### src/rtl/pdm_encoder.sv
// pdm_encoder: stereo first-order sigma-delta PDM modulator; PCM pair in via smpl_vld/smpl_rdy, PDM bits, frame_strt and sticky underrun out
module pdm_encoder #(
  parameter int DATA_W = 16,
  parameter int FRAME_LEN = 1153
) (
  input  logic              clk,
  input  logic              rst,
  input  logic [DATA_W-1:0] lft_in,
  input  logic [DATA_W-1:0] rght_in,
  input  logic              smpl_vld,
  output logic              smpl_rdy,
  output logic              lft_PDM,
  output logic              rght_PDM,
  output logic              frame_strt,
  output logic              underrun,
  input  logic              underrun_clr
);
  localparam int CW = $clog2(FRAME_LEN);
  logic [CW-1:0] cnt_q, cnt_d;
  logic [DATA_W-1:0] lp_q, lp_d, rp_q, rp_d, la_q, la_d, ra_q, ra_d, lacc_q, racc_q;
  logic pend_full_q, pend_full_d, lpdm_q, rpdm_q, fs_q, fs_d, ur_q, ur_d;
  logic bnd, xfer, load_act;
  logic [DATA_W:0] lsum, rsum;
  always_comb begin
    bnd = cnt_q == CW'(FRAME_LEN - 1);
    xfer = smpl_vld && !pend_full_q;
    load_act = bnd && (pend_full_q || xfer);
    cnt_d = bnd ? '0 : cnt_q + CW'(1);
    lp_d = (xfer && !bnd) ? lft_in : lp_q;
    rp_d = (xfer && !bnd) ? rght_in : rp_q;
    la_d = !load_act ? la_q : pend_full_q ? lp_q : lft_in;
    ra_d = !load_act ? ra_q : pend_full_q ? rp_q : rght_in;
    pend_full_d = bnd ? 1'b0 : (xfer || pend_full_q);
    fs_d = load_act;
    ur_d = (bnd && !load_act) || (ur_q && !underrun_clr);
    lsum = {1'b0, lacc_q} + {1'b0, la_q};
    rsum = {1'b0, racc_q} + {1'b0, ra_q};
  end
  always_ff @(posedge clk or posedge rst) begin
    if (rst) begin
      cnt_q <= '0;
      lp_q <= '0;
      rp_q <= '0;
      la_q <= '0;
      ra_q <= '0;
      lacc_q <= '0;
      racc_q <= '0;
      pend_full_q <= 1'b0;
      lpdm_q <= 1'b0;
      rpdm_q <= 1'b0;
      fs_q <= 1'b0;
      ur_q <= 1'b0;
    end else begin
      cnt_q <= cnt_d;
      lp_q <= lp_d;
      rp_q <= rp_d;
      la_q <= la_d;
      ra_q <= ra_d;
      {lpdm_q, lacc_q} <= lsum;
      {rpdm_q, racc_q} <= rsum;
      pend_full_q <= pend_full_d;
      fs_q <= fs_d;
      ur_q <= ur_d;
    end
  end
  assign smpl_rdy = !pend_full_q;
  assign lft_PDM = lpdm_q;
  assign rght_PDM = rpdm_q;
  assign frame_strt = fs_q;
  assign underrun = ur_q;
endmodule
### config.mk
export PLATFORM = sky130hd
export DESIGN_NAME = pdm_encoder
export DESIGN_NICKNAME = d
export VERILOG_FILES = /design/src/rtl/pdm_encoder.sv
export SDC_FILE = /design/constraint.sdc
export NUM_CORES = 1
export LEC_CHECK = 0
export ABC_AREA = 1
export CAP_MARGIN = 15
export CORE_MARGIN = 2
export CORE_UTILIZATION = 30
export CTS_CLUSTER_DIAMETER = 100
export DETAILED_ROUTE_END_ITERATION = 10
export MAX_ROUTING_LAYER = met4
export PLACE_DENSITY = 0.54
export SLEW_MARGIN = 20
export SYNTH_ARGS = -nofsm -noshare
export SYNTH_HDL_FRONTEND = slang
export SYNTH_SLANG_ARGS = --single-unit
### constraint.sdc
create_clock -name clk -period 4.25 [get_ports clk]
set_input_delay 0.6375 -clock clk [delete_from_list [all_inputs] [get_ports clk]]
set_output_delay 0.6375 -clock clk [all_outputs]
set_load 0.05 [all_outputs]
==> results by group <==
Global routing
  • Largest net degree at the start of global routing: 80
  • Global route overflow: 0
  • Vias in the first global route: 4557
  • Overall Global Routing Usage: 12.9%
  • First-pass GRT wire length: 22.2 mm
  • Initial antenna violation count: 0

Synth
  • Sequential element share of the synthesized area: 44.7%
  • Post-Syn Area: 0.00627 mm^2
  • Post-synth top area cell: dfrtp_1
  • Post-synth top area share: 44.7%
  • Post-synth top flop: dfrtp_1
  • Ys async rst share: 100%
  • Gate Count Post-Synth: 791
  • Area contributors post-synth: dfrtp_1 45%, nand2_1 17%, inv_1 7.0%
  • EDFF count, synth: 0
  • Post-synth net total: 863
  • Seq cells post-synth: 112
  • Post-synth cell types: 29
  • Syn. warnings: 0
  • Avg Inst Size Synth: 7.92 um^2

Die
  • CORE AREA: 0.0204 mm^2
  • Full die area: 0.0221 mm^2
  • I/O pin count: 41
  • Chip height: 149 um
  • Overall die width: 149 um
  • Initial core utilization: 30.8%
  • Std cell rows: 52

Power
  • Tot Pwr: 2150 uW
  • VDD IR max: 0.205 mV
  • PwrDens: 298 mW/mm^2
  • Leak pwr: 0.00401 uW

CTS
  • Htree depth: 3
  • CTS clock-pin slew for the worst setup and hold paths: 0.07 ns
  • CTS resizes: 0
  • CTS Sinks: 112
  • Clock latency on the worst-skew pair: 0.36 ns
  • Clk buf depth: 2
  • Hold Buf Count CTS: 0
  • CTS tree: done
  • Root buffer cell: clkbuf_16
  • Setup bufs post-CTS: 0
  • Num CTS Buffers: 9

Timing
  • Final setup vio count: 0
  • Setup TNS: 0 ns
  • Fin. max-slew vios: 0
  • Setup Skew: 0.0127 ns
  • RSZ-0062 raised after global routing: no
  • F_max: 357 MHz
  • Fin. Hold Viols: 0
  • Final min period: 2.80 ns
  • Slew @ Worst Pin: 0.820 ns
  • Fin crit share: 65.9%
  • Worst rel slew slack: 45.3%

Run
  • Number of max-cap violations: 0

Routing
  • WL per Instance: 11.6 um
  • Residual DRC count: 0
  • Drt first pass iters: 5
  • Remaining antenna violation count: 0
  • Routed wire length: 12.8 mm
  • DRT iter0 DRCs: 266
  • DR vias/cell: 4.35
  • Via count: 4794

Cells and area
  • Nets@finish: 900
  • Commonest non-fill, non-tap cell in the layout: nand2_1
  • # diodes: 0
  • Design area: 0.00722 mm^2
  • Non-Filler Instances: 1103
  • Most frequent cells in the layout: 285 x nand2_1, 116 x inv_1, 112 x dfrtp_1
  • Area Overhead vs Synth: 15.3%
  • Layout cells sized above 1: 5.52%

Placed design
  • Port Buffers: 40
  • Placed wire-length estimate: 9.43 mm
  • Gp weighted congestion: 0.838
  • Total placed instance area: 0.00689 mm^2
  • Placed Cells: 1087

Setup path
  • Crit path launch type: flip-flop
  • Req. time, crit path: 3.61 ns
  • Critical path fanouts, max: 31
  • CP Class: reg2out
  • Crit end category: output port
  • Arrival time at the worst endpoint: 2.16 ns

Worst hold path
  • Hold Path Class: reg2reg

Status
  • Run status: finished clean
## cells in the mapped netlist, types with 4 or more instances
cell      count
o21ai_1       9
o21ai_2      16
buf_6        12
dfrtp_1     112
nor3_1       10
clkbuf_1      5
inv_1       117
nand3_1      46
nand4_1       4
o21ai_0      40
a21oi_1      15
xor2_1       18
mux2i_1      17
nand2_1     285
ha_1         34
nor2_1       33
## through the flow
| stage | utilization [%] | setup slack, ns | hold slack, ns |
|---|---|---|---|
| after global placement | 33.8 | 1.49 | 0.453 |
| after floorplan | - | 0.653 | 0.442 |
| final | 35.5 | 1.45 | 0.470 |
| after detailed placement | 33.8 | 1.44 | 0.458 |
| after global routing | 35.5 | 1.22 | 0.482 |
| after CTS | 35.5 | 1.42 | 0.476 |
## kinds of logic (layout without fill, tap and decap cells)
| kind of cell | after synthesis | after routing | share of synthesized area, % |
|---|---|---|---|
| xor gates and xnor gates | 19 | 19 | 2.66 |
| buffers and inverters | 139 | 181 | 9.80 |
| muxes | 17 | 17 | 2.72 |
| and+or+nand+nor | 385 | 385 | 25.0 |
| adders and majority gates | 36 | 36 | 7.43 |
| DFF | 112 | 112 | 44.7 |
| AOI/OAI and AO/OA | 83 | 83 | 7.69 |
## sequential cells by signal, summed over array words and instances (netlist names)
register and flops:
frame_strt 1, rght_PDM 1, lacc_q 16, lp_q 16
lft_PDM 1, cnt_q 11, racc_q 16, la_q 16
rp_q 16, underrun 1, ra_q 16, pend_full_q 1
## final timing paths
| kind | cells after the start | to | slack, ns | start |
|---|---|---|---|---|
| worst min register to register | 2 | lp_q[9]$_DFFE_PP0P_ | 0.47 | lp_q[9]$_DFFE_PP0P_ |
| worst max register to register | 8 | rp_q[9]$_DFFE_PP0P_ | 1.57 | cnt_q[0]$_DFF_PP0_ |
| min in group asynchronous | 2 | lp_q[15]$_DFFE_PP0P_ | 0.79 | rst |
| max in group asynchronous | 3 | ra_q[11]$_DFFE_PP0P_ | 2.70 | rst |
| worst max-delay path | 3 | smpl_rdy | 1.45 | pend_full_q$_DFF_PP0_ |
| worst min-delay path | 2 | lp_q[9]$_DFFE_PP0P_ | 0.47 | lp_q[9]$_DFFE_PP0P_ |
## routing by layer
| layer | GRT usage (%) | wire [um] | vias up |
|---|---|---|---|
| li1 | - | - | 2538 |
| met1 | 18.2 | 6840 | 2186 |
| met2 | 18.9 | 5440 | 59 |
| met3 | 2.15 | 361 | 11 |
| met4 | 4.00 | 161 | 0 |
| met5 | - | 0 | - |
## critical path, stage by stage (launching register included)
cell,delay [ns]
dfrtp_1,0.55
inv_1,0.12
buf_4,0.28
clkdlybuf4s50_1,0.86
## layout make-up
cell class | count | area, um^2
Clock buffer | 10 | 239
Clock inverter | 6 | 91.3
Sequential cell | 112 | 2800
Inverter | 119 | 452
Multi-Input combinational cell | 540 | 2860
Tap cell | 270 | 338
Fill cell | 2117 | 13100
Timing Repair Buffer | 46 | 445
## power breakdown
group / switching [uW] / total, uW / internal (uW)
clock: 406 / 942 / 537
combinational: 56.7 / 106 / 49.2
sequential: 12.7 / 1100 / 1090
Note: power is estimated with default switching activity, not from simulation.
